==> config.mk <==
export PLATFORM = sky130hd
export DESIGN_NAME = command_sequencer
export DESIGN_NICKNAME = d
export VERILOG_FILES = /design/src/rtl/comm_ctrl_pkg.sv /design/src/rtl/cycle_timer.sv /design/src/rtl/command_sequencer.sv
export SDC_FILE = /design/constraint.sdc
export NUM_CORES = 1
export LEC_CHECK = 0
export BUFFER_PORTS_ARGS = -buffer_cell sky130_fd_sc_hd__buf_4
export CELL_PAD_IN_SITES_DETAIL_PLACEMENT = 0
export CELL_PAD_IN_SITES_GLOBAL_PLACEMENT = 2
export CORE_ASPECT_RATIO = 1.1
export CORE_MARGIN = 4
export CORE_UTILIZATION = 40
export CTS_BUF_LIST = sky130_fd_sc_hd__clkbuf_8 sky130_fd_sc_hd__clkbuf_16
export DETAILED_ROUTE_END_ITERATION = 16
export GPL_TIMING_DRIVEN = 0
export HOLD_SLACK_MARGIN = 0.06
export PLACE_DENSITY = 0.9
export SKIP_LAST_GASP = 1
export SYNTH_ARGS = -nofsm -noshare
export SYNTH_HDL_FRONTEND = slang
export SYNTH_HIERARCHICAL = 1
export SYNTH_SLANG_ARGS = --single-unit
==> constraint.sdc <==
create_clock -name clk -period 11.03 [get_ports clk]
set_clock_uncertainty 0.1 [all_clocks]
set_input_delay 0.5515 -clock clk [delete_from_list [all_inputs] [get_ports clk]]
set_output_delay 0.5515 -clock clk [all_outputs]
set_load 0.02 [all_outputs]
==> src/rtl/comm_ctrl_pkg.sv <==
`default_nettype none
// ============================================================================
// Module      : comm_ctrl_pkg
// Description : Shared definitions for the communication control blocks:
//               one-hot state encodings, the sequencer state type, default
//               timing constants and a small helper for minimum counts.
// Revision    : 1.0 - initial release
// ============================================================================
package comm_ctrl_pkg;

    // Default timing/size constants used by command_sequencer parameters.
    localparam int c_def_n_cmd     = 4;
    localparam int c_def_cmd_w     = 3;
    localparam int c_def_delay_cyc = 100000000;
    localparam int c_def_delay_w   = 28;
    localparam int c_def_hold_cyc  = 2000;
    localparam int c_def_tmo_cyc   = 1000000;

    // One-hot state encodings of the command sequencer.
    localparam int c_st_w = 8;
    localparam logic [c_st_w-1:0] c_st_idle      = 8'b0000_0001;
    localparam logic [c_st_w-1:0] c_st_issue     = 8'b0000_0010;
    localparam logic [c_st_w-1:0] c_st_wait_ack  = 8'b0000_0100;
    localparam logic [c_st_w-1:0] c_st_wait_done = 8'b0000_1000;
    localparam logic [c_st_w-1:0] c_st_delay     = 8'b0001_0000;
    localparam logic [c_st_w-1:0] c_st_wait_comm = 8'b0010_0000;
    localparam logic [c_st_w-1:0] c_st_hold      = 8'b0100_0000;
    localparam logic [c_st_w-1:0] c_st_wait_data = 8'b1000_0000;

    typedef enum logic [c_st_w-1:0] {
        IDLE      = c_st_idle,
        ISSUE     = c_st_issue,
        WAIT_ACK  = c_st_wait_ack,
        WAIT_DONE = c_st_wait_done,
        DELAY     = c_st_delay,
        WAIT_COMM = c_st_wait_comm,
        HOLD      = c_st_hold,
        WAIT_DATA = c_st_wait_data
    } seq_state_t;

    // A programmed duration of zero still occupies one cycle.
    function automatic int at_least_one(input int value);
        return (value < 1) ? 1 : value;
    endfunction

endpackage : comm_ctrl_pkg
`default_nettype wire

==> src/rtl/cycle_timer.sv <==
`default_nettype none
// ============================================================================
// Module      : cycle_timer
// Description : Loadable down-counter. After a load of N (N >= 1) the
//               expired flag is high on the N-th cycle following the load,
//               so a state that exits on expired lasts exactly N cycles.
// Ports       : clk      - clock
//               rst      - asynchronous active-low reset
//               load     - load load_val on the next edge
//               load_val - cycle count to time
//               expired  - count has reached its final cycle
// Revision    : 1.0 - initial release
// ============================================================================
module cycle_timer #(
    parameter int W = 8
) (
    input  logic         clk,
    input  logic         rst,
    input  logic         load,
    input  logic [W-1:0] load_val,
    output logic         expired
);

    localparam logic [W-1:0] c_one = W'(1);

    logic [W-1:0] r_count;

    always_ff @(posedge clk or negedge rst) begin
        if (!rst) begin
            r_count <= '0;
        end else if (load) begin
            r_count <= load_val;
        end else if (r_count != '0) begin
            r_count <= r_count - c_one;
        end
    end

    assign expired = (r_count <= c_one);

endmodule : cycle_timer
`default_nettype wire

==> src/rtl/command_sequencer.sv <==
`default_nettype none
// ============================================================================
// Module      : command_sequencer
// Description : Issues N_CMD commands to a command engine with a handshake
//               on ready_command and a fixed inter-command delay, then
//               requests the data phase (start_datos) once the link is free,
//               holds it a minimum time and waits for the data engine.
//               Timeout and abort return to IDLE with a sticky err flag.
// Ports       : clk, rst (async active-low)
//               start_in            - begin a sequence (IDLE only)
//               abort               - cancel from any non-IDLE state
//               ready_command       - command engine ready (low = executing)
//               bussyComunicaciones - link busy
//               bussy_e             - data engine busy
//               command_1           - current command index
//               start               - command-phase enable
//               start_datos         - data-phase request
//               busy                - sequencer not IDLE
//               done                - one-cycle completion pulse
//               err                 - sticky timeout/abort flag
//               cmd_cnt             - commands completed this sequence
// Revision    : 1.0 - initial release
// ============================================================================
module command_sequencer
    import comm_ctrl_pkg::*;
#(
    parameter int N_CMD     = c_def_n_cmd,
    parameter int CMD_W     = c_def_cmd_w,
    parameter int DELAY_CYC = c_def_delay_cyc,
    parameter int DELAY_W   = c_def_delay_w,
    parameter int HOLD_CYC  = c_def_hold_cyc,
    parameter int TMO_CYC   = c_def_tmo_cyc
) (
    input  logic           clk,
    input  logic           rst,
    input  logic           start_in,
    input  logic           abort,
    input  logic           ready_command,
    input  logic           bussyComunicaciones,
    input  logic           bussy_e,
    output logic [CMD_W-1:0] command_1,
    output logic           start,
    output logic           start_datos,
    output logic           busy,
    output logic           done,
    output logic           err,
    output logic [CMD_W:0] cmd_cnt
);

    // The shared timer must hold both the delay and the hold count.
    localparam int c_hold_w = (HOLD_CYC > 1) ? $clog2(HOLD_CYC + 1) : 1;
    localparam int c_tmr_w  = (DELAY_W > c_hold_w) ? DELAY_W : c_hold_w;
    localparam logic [c_tmr_w-1:0] c_delay_load = c_tmr_w'(at_least_one(DELAY_CYC));
    localparam logic [c_tmr_w-1:0] c_hold_load  = c_tmr_w'(at_least_one(HOLD_CYC));

    // Timeout counter runs 0..TMO_CYC-1 while waiting; the wait ends on the
    // TMO_CYC-th cycle without the awaited edge.
    localparam int c_tmo_w = (TMO_CYC > 1) ? $clog2(TMO_CYC) : 1;
    localparam logic [c_tmo_w-1:0] c_tmo_last = c_tmo_w'((TMO_CYC > 0) ? TMO_CYC - 1 : 0);

    localparam logic [CMD_W-1:0] c_cmd_last = CMD_W'(N_CMD - 1);
    localparam logic [CMD_W:0]   c_cnt_max  = (CMD_W + 1)'(N_CMD);

    seq_state_t          r_state, w_state;
    logic [CMD_W-1:0]    r_cmd, w_cmd;
    logic [CMD_W:0]      r_cnt, w_cnt;
    logic                r_start, w_start;
    logic                r_start_datos, w_start_datos;
    logic                r_busy, w_busy;
    logic                r_done, w_done;
    logic                r_err, w_err;
    logic [c_tmo_w-1:0]  r_tmo, w_tmo;

    logic                w_tmr_load;
    logic [c_tmr_w-1:0]  w_tmr_val;
    logic                w_tmr_expired;
    logic                w_tmo_hit;

    cycle_timer #(
        .W (c_tmr_w)
    ) u_timer (
        .clk      (clk),
        .rst      (rst),
        .load     (w_tmr_load),
        .load_val (w_tmr_val),
        .expired  (w_tmr_expired)
    );

    assign w_tmo_hit = (TMO_CYC > 0) && (r_tmo == c_tmo_last);

    always_ff @(posedge clk or negedge rst) begin
        if (!rst) begin
            r_state       <= IDLE;
            r_cmd         <= '0;
            r_cnt         <= '0;
            r_start       <= 1'b0;
            r_start_datos <= 1'b0;
            r_busy        <= 1'b0;
            r_done        <= 1'b0;
            r_err         <= 1'b0;
            r_tmo         <= '0;
        end else begin
            r_state       <= w_state;
            r_cmd         <= w_cmd;
            r_cnt         <= w_cnt;
            r_start       <= w_start;
            r_start_datos <= w_start_datos;
            r_busy        <= w_busy;
            r_done        <= w_done;
            r_err         <= w_err;
            r_tmo         <= w_tmo;
        end
    end

    always_comb begin
        w_state       = r_state;
        w_cmd         = r_cmd;
        w_cnt         = r_cnt;
        w_start       = r_start;
        w_start_datos = r_start_datos;
        w_done        = 1'b0;
        w_err         = r_err;
        w_tmo         = r_tmo;
        w_tmr_load    = 1'b0;
        w_tmr_val     = c_delay_load;

        // Abort wins over every transition of a legal active state; an
        // illegal encoding falls through to the recovery branch instead.
        if (abort && (r_state != IDLE) && $onehot(r_state)) begin
            w_state       = IDLE;
            w_start       = 1'b0;
            w_start_datos = 1'b0;
            w_err         = 1'b1;
        end else begin
            case (r_state)
                IDLE: begin
                    if (start_in) begin
                        w_state = ISSUE;
                        w_cmd   = '0;
                        w_cnt   = '0;
                        w_err   = 1'b0;
                        w_start = 1'b1;
                    end
                end
                ISSUE: begin
                    w_state = WAIT_ACK;
                    w_tmo   = '0;
                end
                WAIT_ACK: begin
                    if (!ready_command) begin
                        w_state = WAIT_DONE;
                        w_tmo   = '0;
                    end else if (w_tmo_hit) begin
                        w_state = IDLE;
                        w_start = 1'b0;
                        w_err   = 1'b1;
                    end else begin
                        w_tmo = r_tmo + 1'b1;
                    end
                end
                WAIT_DONE: begin
                    if (ready_command) begin
                        w_state    = DELAY;
                        w_tmr_load = 1'b1;
                        w_tmr_val  = c_delay_load;
                        if (r_cnt < c_cnt_max) begin
                            w_cnt = r_cnt + 1'b1;
                        end
                    end else if (w_tmo_hit) begin
                        w_state = IDLE;
                        w_start = 1'b0;
                        w_err   = 1'b1;
                    end else begin
                        w_tmo = r_tmo + 1'b1;
                    end
                end
                DELAY: begin
                    if (w_tmr_expired) begin
                        if (r_cmd < c_cmd_last) begin
                            w_cmd   = r_cmd + 1'b1;
                            w_state = ISSUE;
                        end else begin
                            w_start = 1'b0;
                            w_state = WAIT_COMM;
                        end
                    end
                end
                WAIT_COMM: begin
                    if (!bussyComunicaciones) begin
                        w_state       = HOLD;
                        w_start_datos = 1'b1;
                        w_tmr_load    = 1'b1;
                        w_tmr_val     = c_hold_load;
                    end
                end
                HOLD: begin
                    if (w_tmr_expired) begin
                        w_state = WAIT_DATA;
                    end
                end
                WAIT_DATA: begin
                    if (!bussy_e) begin
                        w_state       = IDLE;
                        w_start_datos = 1'b0;
                        w_done        = 1'b1;
                    end
                end
                default: begin
                    w_state       = IDLE;
                    w_cmd         = '0;
                    w_cnt         = '0;
                    w_start       = 1'b0;
                    w_start_datos = 1'b0;
                    w_err         = 1'b0;
                    w_tmo         = '0;
                end
            endcase
        end

        w_busy = (w_state != IDLE);
    end

    assign command_1   = r_cmd;
    assign cmd_cnt     = r_cnt;
    assign start       = r_start;
    assign start_datos = r_start_datos;
    assign busy        = r_busy;
    assign done        = r_done;
    assign err         = r_err;

endmodule : command_sequencer
`default_nettype wire

Word level (Yosys, flattened, before mapping)
Cells that the tools add are included.
- input port bits: 7
- word-level logic and storage cells: 125
- register bits after elaboration: 68
- bitwise logic cells: 4
- add/sub/neg operators: 11
- muxes and demuxes: 53
- equal/unequal tests: 28
- magnitude comparators: 3
- reductions and logical operators: 16
- operators by type and width (cell ; number):
    2-to-1 mux 27 bit ; 3
    2-to-1 mux 8 bit ; 9
    case mux 8 bit (8 select lines) ; 1
    2-to-1 mux 20 bit ; 3
    case mux 20 bit (3 select lines) ; 1
    2-to-1 mux 28 bit ; 2
    <= comparator 28 x 1 -> 1 bit (second input constant) ; 1
    nonzero test 28 bit ; 1
    subtractor 28 x 1 -> 28 bit (second input constant) ; 1
    2-to-1 mux 1 bit ; 21
    adder 20 x 1 -> 20 bit (second input constant) ; 1
    equality test 20 bit (second input constant) ; 1
    inequality test 3 bit (second input constant) ; 6
    OR reduction 6 bit ; 3
    inequality test 8 x 1 -> 1 bit (second input constant) ; 2
    2-to-1 mux 4 bit ; 3
    case mux 4 bit (3 select lines) ; 1
    inequality test 2 bit (second input constant) ; 5
    AND reduction 5 bit ; 2
    OR reduction 5 bit ; 2
    2-to-1 mux 3 bit ; 3
    case mux 3 bit (3 select lines) ; 1
    adder 1 x 1 -> 2 bit ; 4
    equality test 8 x 1 -> 1 bit (second input constant) ; 1
    28 further kinds ; 37

Depth between registers and ports, before layout
Gate-level depths: netlist (run 1).
- depth after elaboration: 7
- depth in mapped cells: 19

By module
The synthesis (run 1) kept the hierarchy.
- modules (own cells, without submodules) (module ; cells each ; area each (um^2) ; times used):
    command_sequencer ; 310 ; 2706.3 ; 1
    cycle_timer ; 189 ; 1702.9 ; 1

Worst setup path after synthesis (run 1)
OpenSTA, ideal clock, no wires.
- path type: register -> register
- start point: register r_state[0]
- end point: register r_busy, in the netlist busy
- setup time: 139 ps
- period minus slack after synthesis: 4668 ps
- arrival time: 4430 ps
- required time: 10791 ps
- cell stages (with the launch flop): 16
- slack: 6362 ps
- path buffers: 0
- cells stage by stage: dfstp_2 inv_1 fa_1 fa_1 fa_1 inv_1 ha_1 inv_1 fa_1 nor3b_1 a21oi_1 or3_4 o21ai_4 a211oi_2 or4_1 or4_1
- longest elaborated chain between the ends: 7
- elaborated cells on any way between the ends: 26
- RTL lines (element ; line ; source):
    start, declared ; command_sequencer.sv:64 ; seq_state_t r_state, w_state;
    start signal, assigned ; command_sequencer.sv:103 ; r_state <= w_state;
    adder 1 x 1 -> 2 bit (not written as such) ; command_sequencer.sv:129 ; if (abort && (r_state != IDLE) && $onehot(r_state)) begin
    adder 2 x 2 -> 3 bit (not written as such) ; command_sequencer.sv:129 ;
    adder 3 x 3 -> 4 bit (not written as such) ; command_sequencer.sv:129 ;
    equality test 4 x 1 -> 1 bit ; command_sequencer.sv:129 ;
    logical AND 1 bit ; command_sequencer.sv:129 ;
    2-to-1 mux 8 bit * ; command_sequencer.sv:129 ;
    via w_state[6] ; command_sequencer.sv:64 ;
    inequality test 8 x 1 -> 1 bit * ; command_sequencer.sv:220 ; w_busy = (w_state != IDLE);
    via w_busy ; command_sequencer.sv:69 ; logic r_busy, w_busy;
    end signal, assigned ; command_sequencer.sv:108 ; r_busy <= w_busy;
    end, declared ; command_sequencer.sv:69 ;
Mark *: on every way through the listed nets, which the timed path passes. The rest lies on a longest branch.
A chain may end at the register's enable or synchronous reset.

Worst setup path after layout (run 1)
Same ends and word-level chain as after synthesis.

==> results of run 1 <==
layer usage:
| metal | share of wire, % | up-vias | global-route usage, % |
|---|---|---|---|
| met3 | 4.8 | 18 | 3.236 |
| li1 | - | 1864 | - |
| met2 | 47 | 98 | 28.38 |
| met5 | 0 | - | 0 |
| met1 | 46 | 1795 | 22.92 |
| met4 | 1.8 | 0 | 6.788 |
registers in the layout, indices dropped and copies added, names as in the netlist, 3 cells and up:
| signal | count |
|---|---|
| u_timer/r_count | 28 |
| r_tmo | 20 |
| r_state | 8 |
| cmd_cnt | 4 |
| command_1 | 3 |
worst max-delay path by stage:
stage,from,to,slack (ns),cells past startpoint
floorplan,r_state[0],busy,6.36,15
global placement,r_state[0],busy,6.06,15
detailed placement,r_state[0],busy,6.08,15
CTS,r_state[0],busy,6.04,15
global route,r_state[0],busy,5.77,15
finish,r_state[0],busy,6.03,15
layout make-up:
type,count,area (um^2)
clock buffers,9,225.2
flip-flops and latches,68,1703
inverters,22,82.58
fillers,1033,5487
repair buffers,17,127.6
clock inverters,7,123.9
plain buffers,21,85.08
multi-input cells,398,2576
well taps,143,178.9
cells in the final DEF, fill, tap and decap left out, types with 5 or more instances in the layout:
master and n:
nand2_1 34, nor3_1 20, a211oi_1 14, conb_1 12
clkbuf_1 15, nand3_1 23, nor4_1 9, mux2i_1 9
inv_1 22, nand4_1 10, ha_1 12, xor2_1 11
dfrtp_1 67, a31oi_1 5, o21ai_0 20, buf_2 5
buf_4 17, xnor2_1 21, a21oi_1 30, or3_1 7
nor2_1 64, nor2b_1 11, clkbuf_16 9, and4_1 5
o31ai_1 8
through the flow:
stage | hold WS (ns) | util (%) | power [mW] | setup slack [ns]
3_3_place_gp | 0.4021 | 44.89 | 0.5948 | 6.057
5_1_grt | 0.3300 | 48.19 | 0.9991 | 5.770
3_5_place_dp | 0.4099 | 44.89 | 0.6004 | 6.079
4_1_cts | 0.2794 | 48.19 | 0.9460 | 6.037
2_1_floorplan | 0.1559 | - | 0.5273 | 6.362
6_report | 0.2224 | 48.19 | 0.9340 | 6.034
power groups by stage:
stage	clock network, mW	logic (mW)	registers [mW]
after floorplan	0	0.198	0.329
after global placement	0	0.264	0.330
after detailed placement	0	0.269	0.332
after CTS	0.349	0.270	0.328
after global routing	0.360	0.305	0.333
final	0.337	0.269	0.328
kinds of logic after synthesis:
logic type,Yosys count,share of synthesized area (%)
flops,68,38.62
simple gates,224,28.06
compound gates,104,15.47
xor+xnor,32,6.356
mux,10,2.299
fa+ha+maj,16,5.221
other cells,2,0.1703
buf+inv,43,3.802
worst register-to-register path: cells and delay by family (launching register included):
family	cells	cell delay, ns
flip-flops	1	0.54
adder cells (fa/ha/maj)	5	1.97
AO/OA/AOI/OAI	3	0.39
buffers and inverters	3	0.21
AND/OR/NAND/NOR	4	1.64
==> results.md, run 1 <==
- Pre-antenna DRT Iters: 5
- Die W: 108.1 um
- Most common cell in the netlist: dfrtp_1
- Ranking of synthesized cells by area: dfrtp_1, nor2_1, xnor2_1, a21oi_1, ha_1
- Ratio of cells with drive above 1 in the final layout: 11.07%
- Maximum vdd drop: 0.00009196 V
- Vias in the first global route: 3683
- Antenna cells: 0
- CP top delay family: adder cells
- Worst Tran Pin Value: 0.8971 ns
- Final Instance Area: 0.005102 mm^2
- Post-CTS Setup Bufs: 0
- Slowest cell on crit path: fa_1
- Vias per inst: 5.511
- Register bit total from synthesis: a little under 70
- Syn Area/Cell: around 9 um^2
- Synth top cells by count: dfrtp_1, nor2_1, nand2_1
- Reg2reg setup slack: 6.03 ns
- Crit path max fanout: 8
- Final Max Tran Viols: 0
- Post-synth EDFFs: 0
- Gate Count Post-Synth: ~500
- Congestion Overflow GR: 0
- CP max stage delay: 0.57 ns
- F_max: 200.2 MHz
- CP dominant cell by count: fa_1
- H-tree depth: 3
- Worst-Skew Late Latency: 0.33 ns
- Slew headroom: 40.19%
- Core area: 0.01059 mm^2
- Routed via count: around 3800
- Global-route wire length before repair: 17930 um
- Pin count of the biggest net entering global routing: 69
- Worst Path Required: 11.13 ns
- Fin cells: 685
- Residual DRC: 0
- Netlist cell types: 61
- PwrDens: roughly 180 mW/mm^2
- Worst Hold Class: primary input to async pin
- Area post-placement: ~0.0048 mm^2
- CTS tree: done
- R2R Path End: busy
- Primary FF master, synth: dfrtp_1
- Sw power: 0.3213 mW
- RSZ-0062 raised after global routing: false
- Internal: 0.6127 mW
- Setup TNS: 0 ns
- RePlAce Congestion: 0.8432
- Max-Cap Viols: 0
- Critical Path, Cell by Cell: inv_1, fa_1, fa_1, fa_1, inv_1, ha_1, inv_1, fa_1, nor3b_1, a21oi_1, or3_4, o21ai_4, a311oi_1, or4_1, or4_1
- Top cell type's share of synthesized area: approximately two fifths
- Placed insts: 669
- R2R Path Start: r_state[0]
- Worst path bufs/invs: 3
- Buffers on Ports: 17
- Area growth syn-to-layout: 15.72%
- Post-layout nets: 560
- Post-CTS Resized: 0
- Initial core utilization: 41.64%
- Fin crit period: roughly 5 ns
- Synth area leader: dfrtp_1
- CTS clk-pin slew, worst paths: 0.06 ns
- R2r worst-path depth: 15
- Final setup viols: 0
- Hold buffer count at cts: 0
- Crit path DAT: 5.10 ns
- Detailed placement HPWL: 7598 um
- Global-route usage over all layers: 17.47%
- Netlist Area Pre-Place: 0.004409 mm^2
- FP Rows: 39
- Seq/Total Area, Yosys: 38.62%
- Initial DRC Count: 163
- Die Span Y: 118.1 um
- CP Launch Type: flip-flop
- Warnings from Yosys: 6
- Final hold violations: 0
- CTS Buf Count: 9
- CP Capture Type: flip-flop
- Initial antenna violation count: 0
- Combinational power share: 28.8%
- Wire length per cell: ~16 um
- CTS Root Cell: clkbuf_16
- Status: completed
- Pleak: 2.148 nW
- Die ar.: 0.01277 mm^2
- Sw Ratio: 34.40%
- Final wirelength: 10650 um
- Async S/R FF share, synth: 100.0%
- Clk pwr share: a little over a third
- Final period util: a little under half
- Clock sinks: 68
- CP Class: flip-flop to flip-flop
- Maximum clock path buffer count: 2
- Ports: 19
- Reg power frac: 35.1%
- Final ANT Viol Nets: 0
No activity file was read; power rests on OpenSTA's default activity.
==> run 2, diff against run 1 <==
CORE_UTILIZATION = 39   (was 40)
PLACE_DENSITY = 0.88   (was 0.9)
clock period = 4.65 ns   (was 11.03 ns; I/O delays follow)
==> run 2 against run 1 <==
- total power grew 130%
- critical path depth is the same
- first-iteration DRC count grew 31%
- via count grew 1.1%
- register-to-register slack lost 6.1 ns
- combinational power grew to 2.6 times the previous value
- non-clock buffer count grew 9
- the flow now finishes with violations (negative setup slack)
==> results.md, run 2 (synthesized netlist as in run 1, its figures left out) <==
- Status: complete, but fails checks
- H-tree depth: 3 (unchanged)
- Initial DRC Count: 213 (+31%)
- Critical Path, Cell by Cell: inv_2, fa_1, fa_1, fa_1, inv_1, ha_2, inv_2, fa_2, nor3b_2, a21oi_2, or3_4, o21ai_4, a211oi_2, or4_1, or4_1
- CTS tree: done
- Global-route usage over all layers: 18.07% (+0.60 points)
- Final Max Tran Viols: 0 (unchanged)
- Final ANT Viol Nets: 0 (unchanged)
- Commonest non-fill, non-tap cell in the layout: dfrtp_1
- Max reg flops: 28 (unchanged)
- Final hold violations: 0 (unchanged)
- Hold path cells: 3
- Clock sinks: 68 (unchanged)
- Wire length per cell: 15.76 um (+1.4%)
- Die Span Y: 119.5 um (+1.2%)
- Hold Path End: done
- Pin count of the biggest net entering global routing: 69 (unchanged)
- R2R Path Start: r_state[0]
- CTS Root Cell: clkbuf_16
- CP Class: flip-flop to flip-flop
- Die W: 109.4 um (+1.2%)
- Crit path max fanout: 6 (-2)
- Pleak: 2.214 nW (+3.1%)
- Fin cells: 698 (+1.9%)
- Crit path DAT: 4.77 ns (-0.33 ns)
- Initial antenna violation count: 0 (unchanged)
- Worst Path Required: 4.74 ns (-6.39 ns)
- F_max: 213.6 MHz (+6.7%)
- Vias in the first global route: 3811 (+3.5%)
- Post-layout util: 47.06% (-1.1 points)
- PwrDens: 406.5 mW/mm^2 (+120%)
- Most frequent cells in the layout: dfrtp_1, nor2_1, nand2_1
- RSZ-0062 raised after global routing: true
- Initial core utilization: 40.05% (-1.6 points)
- Fin crit period: 4.681 ns (-0.3148 ns)
- Post-layout nets: 569 (+1.6%)
- GR peak layer: met2
- Residual DRC: 0 (unchanged)
- Worst Hold Class: primary input to flip-flop
- Buffers on Ports: 17 (unchanged)
- Final setup viols: 1 (+1)
- CTS Buf Count: 9 (unchanged)
- Detailed placement HPWL: 7674 um (+1.0%)
- Failing checks: negative setup slack
- Congestion Overflow GR: 0 (unchanged)
- Vias per inst: 5.466 (-0.82%)
- Number of fill cells: 1095 (+6.0%)
- Final wirelength: 11000 um (+3.3%)
- CP Launch Type: flip-flop
- Ports: 19 (unchanged)
- Pre-antenna DRT Iters: 5 (unchanged)
- CTS clk-pin slew, worst paths: 0.05 ns (about the same)
- Setup TNS: -0.03108 ns (-0.03108 ns)
- Grt met2 use: 28.93% (+0.55 points)
- Reg2reg setup slack: -0.03 ns (-6.07 ns)
- Worst Min Path Start: bussy_e
- Slew headroom: 38.55% (-1.6 points)
- Routed via count: 3815 (+1.1%)
- FP Rows: 40 (+2.6%)
- Placed insts: 673 (+0.60%)
- Maximum vdd drop: 0.0001568 V (+70%)
- RePlAce Congestion: 0.8879 (+5.3%)
- Antenna cells: 0 (unchanged)
- Met1 Track Usage GR: 24.10% (+1.2 points)
- Total power: 2.106 mW (+130%)
- Ratio of cells with drive above 1 in the final layout: 16.52% (+5.4 points)
- Worst Tran Pin Value: 0.9217 ns (+0.02454 ns)
- Final worst slack: -0.03108 ns (-6.065 ns)
- CP dominant cell by count: fa_1
- R2R Path End: busy
- Largest Register: u_timer/r_count
- Die ar.: 0.01307 mm^2 (+2.4%)
- Core area: 0.01101 mm^2 (+4.0%)
- CP max stage delay: 0.54 ns (-0.03 ns)
- R2r worst-path depth: 15 (unchanged)
- Area growth syn-to-layout: 17.51%
- Max-Cap Viols: 0 (unchanged)
- Final period util: 100.7% (+55 points)
- Global-route wire length before repair: 18770 um (+4.7%)
- Slowest cell on crit path: dfstp_2
- Grt met3 use: 3.658% (+0.42 points)
- Worst-Skew Late Latency: 0.33 ns (about the same)
- CP Capture Type: flip-flop
- Top flop regs: u_timer/r_count x28, r_tmo x20, r_state x8
- Maximum clock path buffer count: 2 (unchanged)
run 2: worst max-delay path, delay by kind of cell, from the launching register on:
family	cells	cell delay, ns
fa+ha+maj	5	1.97
simple gates	4	1.52
buf+inv	3	0.15
flops	1	0.54
compound gates	3	0.28
run 2: final cells by class:
cell class / count / area (um^2) / area share [%]
multi-input combinational: 398 / 2619 / 50.54
sequential: 68 / 1703 / 32.87
clock buffer: 11 / 252.7 / 4.878
timing repair buffer: 28 / 212.7 / 4.105
tap: 147 / 183.9 / 3.550
buffer: 19 / 100.1 / 1.932
inverter: 22 / 82.58 / 1.594
clock inverter: 5 / 27.53 / 0.5313
run 2: where the power goes:
group / total [mW] / leakage, nW / internal, mW / switching, mW
clock: 0.641 / 0.146 / 0.386 / 0.255
combinational: 0.687 / 1.21 / 0.284 / 0.403
sequential: 0.778 / 0.858 / 0.677 / 0.101
total: 2.11 / 2.21 / 1.35 / 0.759
run 2: timing repair:
action	CTS	global route
hold endpoints to repair	67	0
hold buffers	1	0
buffers inserted	7	3
pin swaps	11	5
resized for setup	18	12
endpoints found under the setup margin	36	42
run 2: per-layer routing:
| metal | part of all wire (%) | vias up |
|---|---|---|
| li1 | - | 1882 |
| met1 | 46 | 1826 |
| met2 | 48 | 87 |
| met3 | 3.7 | 20 |
| met4 | 2.2 | 0 |
| met5 | 0 | - |
run 2: how the worst max path moves through the flow:
stage / from / cells after the start / end / slack, ns
3_3_place_gp: r_state[0] / 15 / busy / -0.30
6_report: r_state[0] / 15 / busy / -0.03
3_5_place_dp: r_state[0] / 15 / busy / -0.33
5_1_grt: r_state[0] / 15 / busy / -0.21
4_1_cts: r_state[0] / 15 / busy / -0.19
2_1_floorplan: r_state[0] / 15 / busy / 0.001
run 2: stage by stage:
stage	hold slack, ns	setup slack [ns]	cell area (um^2)
final	0.1660	-0.03108	5181
after global routing	0.1618	-0.2149	5181
after CTS	0.1546	-0.1885	5141
after detailed placement	0.3273	-0.3267	4758
after global placement	0.3245	-0.3019	4758
after floorplan	-0.1631	0.001422	4447
